$ cat config.mk
export PLATFORM = sky130hd
export DESIGN_NAME = biquad8_coeff_loader
export DESIGN_NICKNAME = d
export VERILOG_FILES = /design/src/rtl/biquad8_coeff_loader.sv
export SDC_FILE = /design/constraint.sdc
export NUM_CORES = 1
export LEC_CHECK = 0
export CORE_ASPECT_RATIO = 0.7
export CORE_MARGIN = 10
export CORE_UTILIZATION = 55
export CTS_BUF_LIST = sky130_fd_sc_hd__clkbuf_16
export DETAILED_ROUTE_END_ITERATION = 8
export PLACE_DENSITY_LB_ADDON = 0.25
export SLEW_MARGIN = 0
export SYNTH_ARGS = -nofsm -noshare
export SYNTH_HDL_FRONTEND = slang
export SYNTH_SLANG_ARGS = --single-unit
$ cat constraint.sdc
create_clock -name wb_clk_i -period 2.9 [get_ports wb_clk_i]
set_clock_uncertainty 0.05 [all_clocks]
set_input_delay 0.58 -clock wb_clk_i [delete_from_list [all_inputs] [get_ports wb_clk_i]]
set_output_delay 0.58 -clock wb_clk_i [all_outputs]
set_load 0.01 [all_outputs]
$ cat src/rtl/biquad8_coeff_loader.sv
// Coefficient reload sequencer for one biquad8 channel.
// A local table of {reg address, coefficient} entries is replayed as WISHBONE
// writes, optionally followed by a write of 1 to the update register at 0x00.
module biquad8_coeff_loader #(
    parameter int unsigned AW      = 5,
    parameter int unsigned TIMEOUT = 1024
) (
    input  logic          wb_clk_i,
    input  logic          wb_rst_i,
    input  logic          tbl_wr_i,
    input  logic [AW-1:0] tbl_adr_i,
    input  logic [24:0]   tbl_dat_i,
    input  logic          start_i,
    input  logic [AW:0]   nent_i,
    input  logic          do_update_i,
    output logic          busy_o,
    output logic          done_o,
    output logic          err_o,
    output logic          m_wb_cyc_o,
    output logic          m_wb_stb_o,
    output logic          m_wb_we_o,
    output logic [6:0]    m_wb_adr_o,
    output logic [31:0]   m_wb_dat_o,
    output logic [3:0]    m_wb_sel_o,
    input  logic          m_wb_ack_i,
    input  logic          m_wb_err_i
);

    localparam int unsigned CW     = $clog2(TIMEOUT);
    localparam logic [AW:0] DepthW = {1'b1, {AW{1'b0}}};

    typedef enum logic [2:0] {StIdle, StFetch, StWrite, StUpd, StDone} state_e;

    state_e        state_q, state_d;
    logic [AW:0]   idx_q, idx_d;
    logic [AW:0]   nent_q, nent_d;
    logic          upd_q, upd_d;
    logic          busy_q, busy_d;
    logic          done_q, done_d;
    logic          err_q, err_d;
    logic          bus_q, bus_d;
    logic [6:0]    adr_q, adr_d;
    logic [31:0]   dat_q, dat_d;
    logic [CW-1:0] tcnt_q, tcnt_d;

    // Register address lsbs are never used: targets are word addressed.
    logic [22:0]   mem [2**AW];
    logic [22:0]   rd_ent;
    logic [AW:0]   nent_clamp;
    logic          unused_adr_lsb;

    assign unused_adr_lsb = ^tbl_dat_i[19:18];
    assign rd_ent         = mem[idx_q[AW-1:0]];
    assign nent_clamp     = (nent_i > DepthW) ? DepthW : nent_i;

    // Table RAM write port; contents survive reset.
    always_ff @(posedge wb_clk_i) begin
        if (tbl_wr_i && !busy_q) begin
            mem[tbl_adr_i] <= {tbl_dat_i[24:20], tbl_dat_i[17:0]};
        end
    end

    // Sequencer next-state and registered bus outputs.
    always_comb begin
        state_d = state_q;
        idx_d   = idx_q;
        nent_d  = nent_q;
        upd_d   = upd_q;
        busy_d  = busy_q;
        done_d  = 1'b0;
        err_d   = err_q;
        bus_d   = bus_q;
        adr_d   = adr_q;
        dat_d   = dat_q;
        tcnt_d  = tcnt_q;

        // busy stays up through the done pulse so a start there is ignored
        if (done_q) begin
            busy_d = 1'b0;
        end

        unique case (state_q)
            StIdle: begin
                if (start_i && !busy_q) begin
                    busy_d = 1'b1;
                    err_d  = 1'b0;
                    nent_d = nent_clamp;
                    upd_d  = do_update_i;
                    idx_d  = '0;
                    if (nent_clamp != '0) begin
                        state_d = StFetch;
                    end else if (do_update_i) begin
                        // No RAM read needed: issue the update write right away
                        state_d = StUpd;
                        bus_d   = 1'b1;
                        adr_d   = '0;
                        dat_d   = 32'h1;
                        tcnt_d  = '0;
                    end else begin
                        state_d = StDone;
                    end
                end
            end
            StFetch: begin
                bus_d   = 1'b1;
                adr_d   = {rd_ent[22:18], 2'b00};
                dat_d   = {14'b0, rd_ent[17:0]};
                tcnt_d  = '0;
                state_d = StWrite;
            end
            StWrite, StUpd: begin
                if (!bus_q) begin
                    // Update after a data write: one idle bus cycle has passed
                    bus_d  = 1'b1;
                    adr_d  = '0;
                    dat_d  = 32'h1;
                    tcnt_d = '0;
                end else if (m_wb_err_i ||
                             (!m_wb_ack_i && tcnt_q == CW'(TIMEOUT - 1))) begin
                    bus_d   = 1'b0;
                    err_d   = 1'b1;
                    state_d = StDone;
                end else if (m_wb_ack_i) begin
                    bus_d = 1'b0;
                    if (state_q == StUpd) begin
                        state_d = StDone;
                    end else begin
                        idx_d = idx_q + 1'b1;
                        if (idx_d == nent_q) begin
                            state_d = upd_q ? StUpd : StDone;
                        end else begin
                            state_d = StFetch;
                        end
                    end
                end else begin
                    tcnt_d = tcnt_q + 1'b1;
                end
            end
            StDone: begin
                done_d  = 1'b1;
                state_d = StIdle;
            end
            default: state_d = StIdle;
        endcase
    end

    // State and output registers, asynchronously cleared.
    always_ff @(posedge wb_clk_i or posedge wb_rst_i) begin
        if (wb_rst_i) begin
            state_q <= StIdle;
            idx_q   <= '0;
            nent_q  <= '0;
            upd_q   <= 1'b0;
            busy_q  <= 1'b0;
            done_q  <= 1'b0;
            err_q   <= 1'b0;
            bus_q   <= 1'b0;
            adr_q   <= '0;
            dat_q   <= '0;
            tcnt_q  <= '0;
        end else begin
            state_q <= state_d;
            idx_q   <= idx_d;
            nent_q  <= nent_d;
            upd_q   <= upd_d;
            busy_q  <= busy_d;
            done_q  <= done_d;
            err_q   <= err_d;
            bus_q   <= bus_d;
            adr_q   <= adr_d;
            dat_q   <= dat_d;
            tcnt_q  <= tcnt_d;
        end
    end

    assign busy_o     = busy_q;
    assign done_o     = done_q;
    assign err_o      = err_q;
    assign m_wb_cyc_o = bus_q;
    assign m_wb_stb_o = bus_q;
    assign m_wb_we_o  = bus_q;
    assign m_wb_sel_o = {4{bus_q}};
    assign m_wb_adr_o = adr_q;
    assign m_wb_dat_o = dat_q;

endmodule

## Word level (Yosys, flattened, before mapping)

Memory sizes are Yosys's and may differ from the RTL's.
Cells that the tools add are included.

- Add/subtract/negate cells: 2
- $lt $le $gt $ge: 1
- Equality and inequality tests: 18
- Muxes and demuxes: 51
- Reduce and logical (&&, ||, !) cells: 18

Operator list:

| kind | number |
|---|---|
| two-way mux 32 bit | 4 |
| one-hot mux 32 bit (3 select lines) | 1 |
| two-way mux 10 bit | 6 |
| two-way mux 6 bit | 6 |
| one-hot mux 10 bit (3 select lines) | 1 |
| two-way mux 7 bit | 4 |
| two-way mux 3 bit | 9 |
| one-hot mux 7 bit (3 select lines) | 1 |
| != test 2 bit (second input constant) | 9 |
| two-way mux 1 bit | 15 |
| one-hot mux 6 bit (2 select lines) | 1 |
| AND reduction 6 bit | 2 |
| adder 10 x 1 -> 10 bit (second input constant) | 1 |
| equality test 10 bit (second input constant) | 1 |
| != test 3 bit (second input constant) | 3 |
| one-hot mux 3 bit (3 select lines) | 1 |
| AND reduction 4 bit | 2 |
| adder 6 x 1 -> 6 bit (second input constant) | 1 |
| equality test 3 x 2 -> 1 bit (second input constant) | 2 |
| equality test 6 bit | 1 |
| greater-than comparator 6 bit (second input constant) | 1 |
| nonzero test 6 bit | 1 |
| AND reduction 5 bit | 1 |
| equality test 3 x 1 -> 1 bit (second input constant) | 1 |
| 12 further kinds | 15 |

- Register bits: 69
- Memory bits (writable): 736
- Input port bits: 43
- Output and inout port bits: 49
- Word-level logic and storage cells: 102
- Memories: 1

Memories:

| memory | depth | width | rd ports | clocked after Yosys merged registers in | wr ports | RTL line | text |
|---|---|---|---|---|---|---|---|
| mem | 32 | 23 | 1 | 0 | 1 | 47 | `logic [22:0] mem [2**AW];` |

## Depth between registers and ports, before layout

Gate-level depths: netlist (run 1).

- Word-level depth: 8
- Mapped depth: 9
- Gate-level depth less buffers: 6

## Least setup slack after synthesis (run 1)

No wires, ideal clock.

- Kind: in2reg
- Start point: input tbl_wr_i
- End point: memory mem[14][0], enable pin
- Library setup time: 0.403 ns
- Arrival time: 2.262 ns
- Data required time: 2.447 ns
- Slack: 0.185 ns
- Cell stages on the path: 4
- Path buffers: 1
- Cells stage by stage: nand2b_1 or3b_2 clkbuf_1 nor2_1

- Cells in the longest elaborated chain, start to end: 3

RTL lines:

| item | RTL line | text |
|---|---|---|
| start: declaration | 10 | `input logic tbl_wr_i,` |
| logical AND 1 bit | 58 | `if (tbl_wr_i && !busy_q) begin` |
| two-way mux 1 bit | 58 |  |
| two-way mux 1 bit (not written as such) | 59 | `mem[tbl_adr_i] <= {tbl_dat_i[24:20], tbl_dat_i[17:0]};` |
| end: declaration | 47 |  |

Every way passes these cells.

## Worst setup path after layout (run 1)

- Start point: register idx_q[0]
- End point: register adr_q[4], in the netlist m_wb_adr_o[4]

- Cells in the longest elaborated chain, start to end: 2

RTL lines:

| item | RTL line | text |
|---|---|---|
| start: declaration | 35 | `logic [AW:0] idx_q, idx_d;` |
| start signal: assignment | 163 | `idx_q <= idx_d;` |
| memory read (32 x 23 bit) | n/a |  |
| one-hot mux 7 bit (3 select lines) | 82 | `unique case (state_q)` |
| end signal: assignment | 170 | `adr_q <= adr_d;` |
| end: declaration | 42 | `logic [6:0] adr_q, adr_d;` |

Every way passes these cells.
A chain may end at the register's enable or synchronous reset.

==> run_results.csv, run 1 <==
group,metric,value,unit
outcome,status,"finished, final reports clean",
final_layout,syn_to_final_growth,16.27,%
worst_setup_path,timing.rr.end,"m_wb_adr_o[4]",
power_and_ir_drop,leakage,0.01180,uW
drt,finalWirelength,77260,um
worst_setup_path,rr_worst_depth,5,
clocking,clkLatencyLatePin,0.63,ns
floorplanning,core.rowCount,72,
drt,remaining_drc_errors,0,
yosys,ys_warn_count,0,
power_and_ir_drop,ir_worst_vdd,523.2,uV
global_routing,grt_pass1_vias,17080,
place,dpl.cell_count,2527,
place,placed_area,33750,um2
timing,period_share,0.8532,
clocking,cts_num_sinks,789,
floorplanning,pin_count,92,
global_routing,antenna_found_initial,0,
timing,final.setup.worst_slack,0.4258,ns
timing,worstMarginPinSlew,0.9756,ns
timing,slew_headroom,0.3476,
final_layout,final_area,36090,um2
drt,avgRoutedWirePerCell,29.04,um
yosys,ys_seq_elements,789,
worst_setup_path,reg2reg_from,"idx_q[0]",
yosys,syn-cell-area,31040,um2
clocking,cts_root_buffer,"clkbuf_16",
timing,finalMaxSlewViolations,0,
final_layout,fin_nets,1907,
place,io_buffers,73,
worst_setup_path,worstSetupEndpointType,"flip-flop",
power_and_ir_drop,powerDensity,797.9,nW/um2
floorplanning,fp.coreArea,55580,um2
place,place.gp.congestion,0.8180,
clocking,path_clk_slew,0.07,ns
place,hpwl,46390,um
timing,post-route-min-period,2.474,ns
final_layout,drive_gt1_frac,0.2135,
drt,vias,16940,
clocking,cts_tree,"yes",
timing,setup_viol,0,
worst_setup_path,cp_max_fo,15,
worst_setup_path,cpPeakStageDelay,0.55,ns
global_routing,overflow,0,
drt,viasPerCell,6.367,
yosys,synth_edf_count,736,
worst_setup_path,timing.critical_path.from_type,"flip-flop",
yosys,synth_area_per_cell,18.45,um2
floorplanning,dieArea,66490,um2
clocking,htree_levels,3,
floorplanning,start_util,0.5585,
yosys,async_reset_ff_frac,0.06717,
worst_setup_path,crit_chain,"buf_4 > mux4_2 > or2_2 > a221oi_1 > o21ai_0",
worst_setup_path,critical_path_buf_inv_count,1,
global_routing,grt_pass1_wl,114400,um
worst_setup_path,path_class,"reg2reg",
global_routing,grt_max_degree,37,
yosys,ys.flop_type,"edfxtp_1",
worst_setup_path,crit_family,"compound AO/OA/AOI/OAI gates",
drt,firstDrtPassIters,7,
worst_hold_path,min_path_type,"in2async",
final_layout,final_common_cell,"edfxtp_1",
final_layout,insertedDiodeCount,0,
clocking,cts.path.max_buffers,3,
drt,drt.antenna.violating_nets,0,
yosys,ys_seq_area_frac,0.7547,
floorplanning,fp.dieH,218.8,um
place,place_ws,-0.03942,ns
yosys,synth_cell_types,58,
final_layout,utilization,0.6493,
drt,drt_iter0_drc,2127,
yosys,synthCells,1682,
worst_setup_path,rrSetupSlack,0.43,ns
clocking,post_cts_buffers,0,
clocking,cts_hold_buf,0,
timing,hold_viol,0,
final_layout,final_cells,2660,
timing,rsz0062_at_grt,"false",
timing,fmax,404.2,MHz
worst_setup_path,required,3.33,ns
final_layout,final_cell_mix,"edfxtp_1, mux2i_1, mux4_2",
global_routing,grt_usage,0.2328,
clocking,post_cts_resized,0,
run,max-cap-violations,0,
worst_setup_path,critPathArrivalTime,2.90,ns
floorplanning,die_x,303.9,um
worst_setup_path,cp_slowest_cell,"mux4_2",
clocking,cts_buffers,73,
layout make-up:
cell class	count	area, um2
inverter	13	48.80
timing repair buffer	207	2225
clock buffer	75	1877
multi-input combinational	778	7117
tap	740	925.9
sequential	789	23440
fill	3735	19490
clock inverter	58	461.7
power by group:
| group | leakage (uW) | switching (uW) | internal [uW] |
|---|---|---|---|
| logic | 0.00330 | 3370 | 2930 |
| clock network | 0.00120 | 4160 | 5270 |
| registers | 0.00730 | 356 | 12700 |
worst max-delay path by stage:
stage	cells past startpoint	startpoint	slack [ns]	endpoint
4_1_cts	7	idx_q[0]	0.36	m_wb_dat_o[2]
2_1_floorplan	4	tbl_wr_i	0.19	mem[14][0]
5_1_grt	7	idx_q[0]	0.27	m_wb_dat_o[11]
3_5_place_dp	6	nent_i[0]	-0.04	m_wb_adr_o[5]
6_report	5	idx_q[0]	0.43	m_wb_adr_o[4]
3_3_place_gp	6	nent_i[0]	-0.02	m_wb_adr_o[5]
logic make-up after synthesis:
kind of cell | after synthesis | synth area share
AND/OR/NAND/NOR | 256 | 0.03902
AO/OA/AOI/OAI | 254 | 0.05643
XOR/XNOR | 6 | 0.001693
adder cells (fa/ha/maj) | 2 | 0.0008060
multiplexers | 244 | 0.1264
other | 1 | 0.0001208
flip-flops | 789 | 0.7547
buffers and inverters | 130 | 0.02080
cells in the mapped netlist (all sizes together) (13+ instances only):
library cell  count  area share
mux2i           122       0.039
dfrtp            53       0.043
mux4            118       0.086
nor2b            26      0.0052
edfxtp          736        0.71
a211o            13      0.0037
buf              67       0.013
inv              13      0.0016
o21ai            43      0.0069
a211oi           37      0.0089
a221oi           27      0.0076
nand2           104       0.013
clkbuf           50      0.0060
o211ai           20      0.0048
nor2             60      0.0073
a21oi            58      0.0094
a22oi            13      0.0031
routing by layer:
metal / track usage / wire length, um / vias to the layer above
li1: - / - / 7129
met1: 0.3387 / 32990 / 8787
met2: 0.3415 / 34000 / 895
met3: 0.06793 / 8640 / 126
met4: 0.06180 / 1623 / 0
met5: 0 / 0 / -
registers in the layout (all words and copies together), names as in the netlist:
register    cells
busy_o          1
done_o          1
err_o           1
idx_q           6
m_wb_adr_o      5
m_wb_cyc_o      1
m_wb_dat_o     18
mem           736
nent_q          6
state_q         3
tcnt_q         10
upd_q           1
metrics by stage:
step                hold slack, ns  TNS (ns)  power (uW)
global route                0.3295         0       29860
detailed placement          0.4250   -0.2840       19590
global placement            0.4268   -0.1603       19500
CTS                         0.2934         0       28920
floorplan                   0.3933         0       17330
finish                      0.3080         0       28800
No activity file was read; power rests on OpenSTA's default activity.
==> run 2: changes to the inputs <==
- CORE_UTILIZATION: 55 -> 61
==> run_results.csv, run 2 (synthesis gave the netlist of run 1 again) <==
group,metric,value,unit
global_routing,grt_usage,0.2597,
final_layout,drive_gt1_frac,0.2169,
timing,hold_viol,0,
power_and_ir_drop,ir_worst_vdd,511.5,uV
final_layout,syn_to_final_growth,16.07,%
clocking,post_cts_resized,0,
timing,rsz0062_at_grt,"false",
final_layout,fin_nets,1916,
floorplanning,start_util,0.6146,
worst_setup_path,required,3.33,ns
worst_setup_path,path_class,"reg2reg",
worst_setup_path,cp_max_fo,21,
global_routing,overflow,0,
final_layout,top_register,"mem",
place,place.gp.congestion,0.8633,
floorplanning,fp.dieH,208.7,um
worst_setup_path,critPathArrivalTime,3.07,ns
final_layout,utilization,0.7134,
clocking,htree_levels,3,
worst_setup_path,timing.critical_path.from_type,"flip-flop",
drt,drt.antenna.violating_nets,0,
drt,firstDrtPassIters,6,
drt,remaining_drc_errors,0,
timing,setup_viol,0,
power_and_ir_drop,leakage,0.01182,uW
run,max-cap-violations,0,
final_layout,largest_register_ffs,736,
drt,vias,17160,
clocking,cts_root_buffer,"clkbuf_16",
final_layout,final_cells,2601,
place,placed_area,33800,um2
floorplanning,dieArea,60450,um2
clocking,cts_tree,"yes",
worst_hold_path,min_path_type,"in2async",
worst_setup_path,critical_path_buf_inv_count,2,
clocking,clkLatencyLatePin,0.62,ns
clocking,cts.path.max_buffers,3,
drt,viasPerCell,6.599,
drt,finalWirelength,78020,um
timing,worstMarginPinSlew,1.016,ns
final_layout,final_area,36030,um2
floorplanning,core.rowCount,69,
worst_setup_path,path_common_cell,"a211oi_1",
final_layout,final_common_cell,"edfxtp_1",
final_layout,fillers,3038,
place,hpwl,46610,um
outcome,status,"finished, final reports clean",
final_layout,insertedDiodeCount,0,
place,place_ws,-0.02121,ns
clocking,post_cts_buffers,0,
final_layout,final_cell_mix,"edfxtp_1, mux2i_1, mux4_2",
timing,post-route-min-period,2.647,ns
worst_setup_path,cp_slowest_cell,"dfrtp_4",
drt,drt_iter0_drc,2270,
worst_setup_path,cpPeakStageDelay,0.66,ns
timing,fmax,377.9,MHz
timing,final.setup.worst_slack,0.2535,ns
floorplanning,die_x,289.6,um
global_routing,antenna_found_initial,1,
clocking,path_clk_slew,0.07,ns
global_routing,grt_pass1_wl,114300,um
global_routing,grt_max_degree,52,
global_routing,grt_pass1_vias,17250,
power_and_ir_drop,powerDensity,795.0,nW/um2
place,io_buffers,73,
worst_setup_path,worstSetupEndpointType,"flip-flop",
floorplanning,fp.coreArea,50500,um2
clocking,cts_buffers,71,
timing,period_share,0.9126,
timing,finalMaxSlewViolations,0,
clocking,cts_num_sinks,789,
floorplanning,pin_count,92,
place,dpl.cell_count,2472,
worst_setup_path,crit_family,"compound AO/OA/AOI/OAI gates",
clocking,cts_hold_buf,0,
worst_setup_path,crit_chain,"buf_12 > nand2b_1 > buf_4 > a211oi_1 > a21oi_1 > a211oi_1 > o21ai_0",
timing,slew_headroom,0.3204,
drt,avgRoutedWirePerCell,30.00,um
==> run 2: changes by cell type in the layout (fill, tap and decap cells not counted), sizes merged <==
cell | previous run | this run
buf | 134 | 145
clkinvlp | 3 | 2
clkinv | 31 | 37
inv | 31 | 25
bufinv | 6 | 5
clkbuf | 75 | 73
==> run 2: stage by stage <==
stage               setup TNS [ns]  hold slack (ns)  power [uW]
finish                           0           0.3203       28640
global placement                 0           0.4192       19500
floorplan                        0           0.3933       17330
detailed placement         -0.1305           0.4226       19680
global route                     0           0.3373       29650
CTS                              0           0.2939       28710
==> run 2: worst paths after layout <==
kind,from,to,slack (ns),cells past startpoint
max,idx_q[0],m_wb_dat_o[17],0.25,7
min,wb_rst_i,m_wb_dat_o[7],0.32,2
max reg2reg,idx_q[0],m_wb_dat_o[17],0.25,7
min reg2reg,tcnt_q[8],tcnt_q[8],0.44,1
max in group asynchronous,wb_rst_i,idx_q[1],1.83,3
min in group wb_clk_i,tcnt_q[8],tcnt_q[8],0.44,1
==> run 2: power breakdown <==
part	total (uW)	internal (uW)	leakage, uW	switching [uW]
registers	13100	12700	0.00730	393
logic	6400	2970	0.00337	3430
clock network	9120	5030	0.00115	4090
==> run 2: final cells by class <==
class,instances,area [um2],share of cell area
multi-input cells,778,7147,0.1984
flip-flops and latches,789,23440,0.6505
well taps,674,843.3,0.02341
clock inverters,56,406.6,0.01129
clock buffers,73,1827,0.05070
inverters,13,48.80,0.001354
repair buffers,218,2320,0.06438
==> run 2: per-layer routing <==
metal  track usage  up-vias  share of wire
li1              -     7129              -
met1        0.3826     8782           0.40
met2        0.3704     1100           0.44
met3       0.08229      151           0.14
met4       0.07470        2          0.025
met5             0        -        0.00019
==> run 2: worst register-to-register path, delay by kind of cell, from the launching register on <==
family	cells	cell delay [ns]
simple gates	1	0.34
buf+inv	2	0.57
compound gates	4	0.89
flops	1	0.66
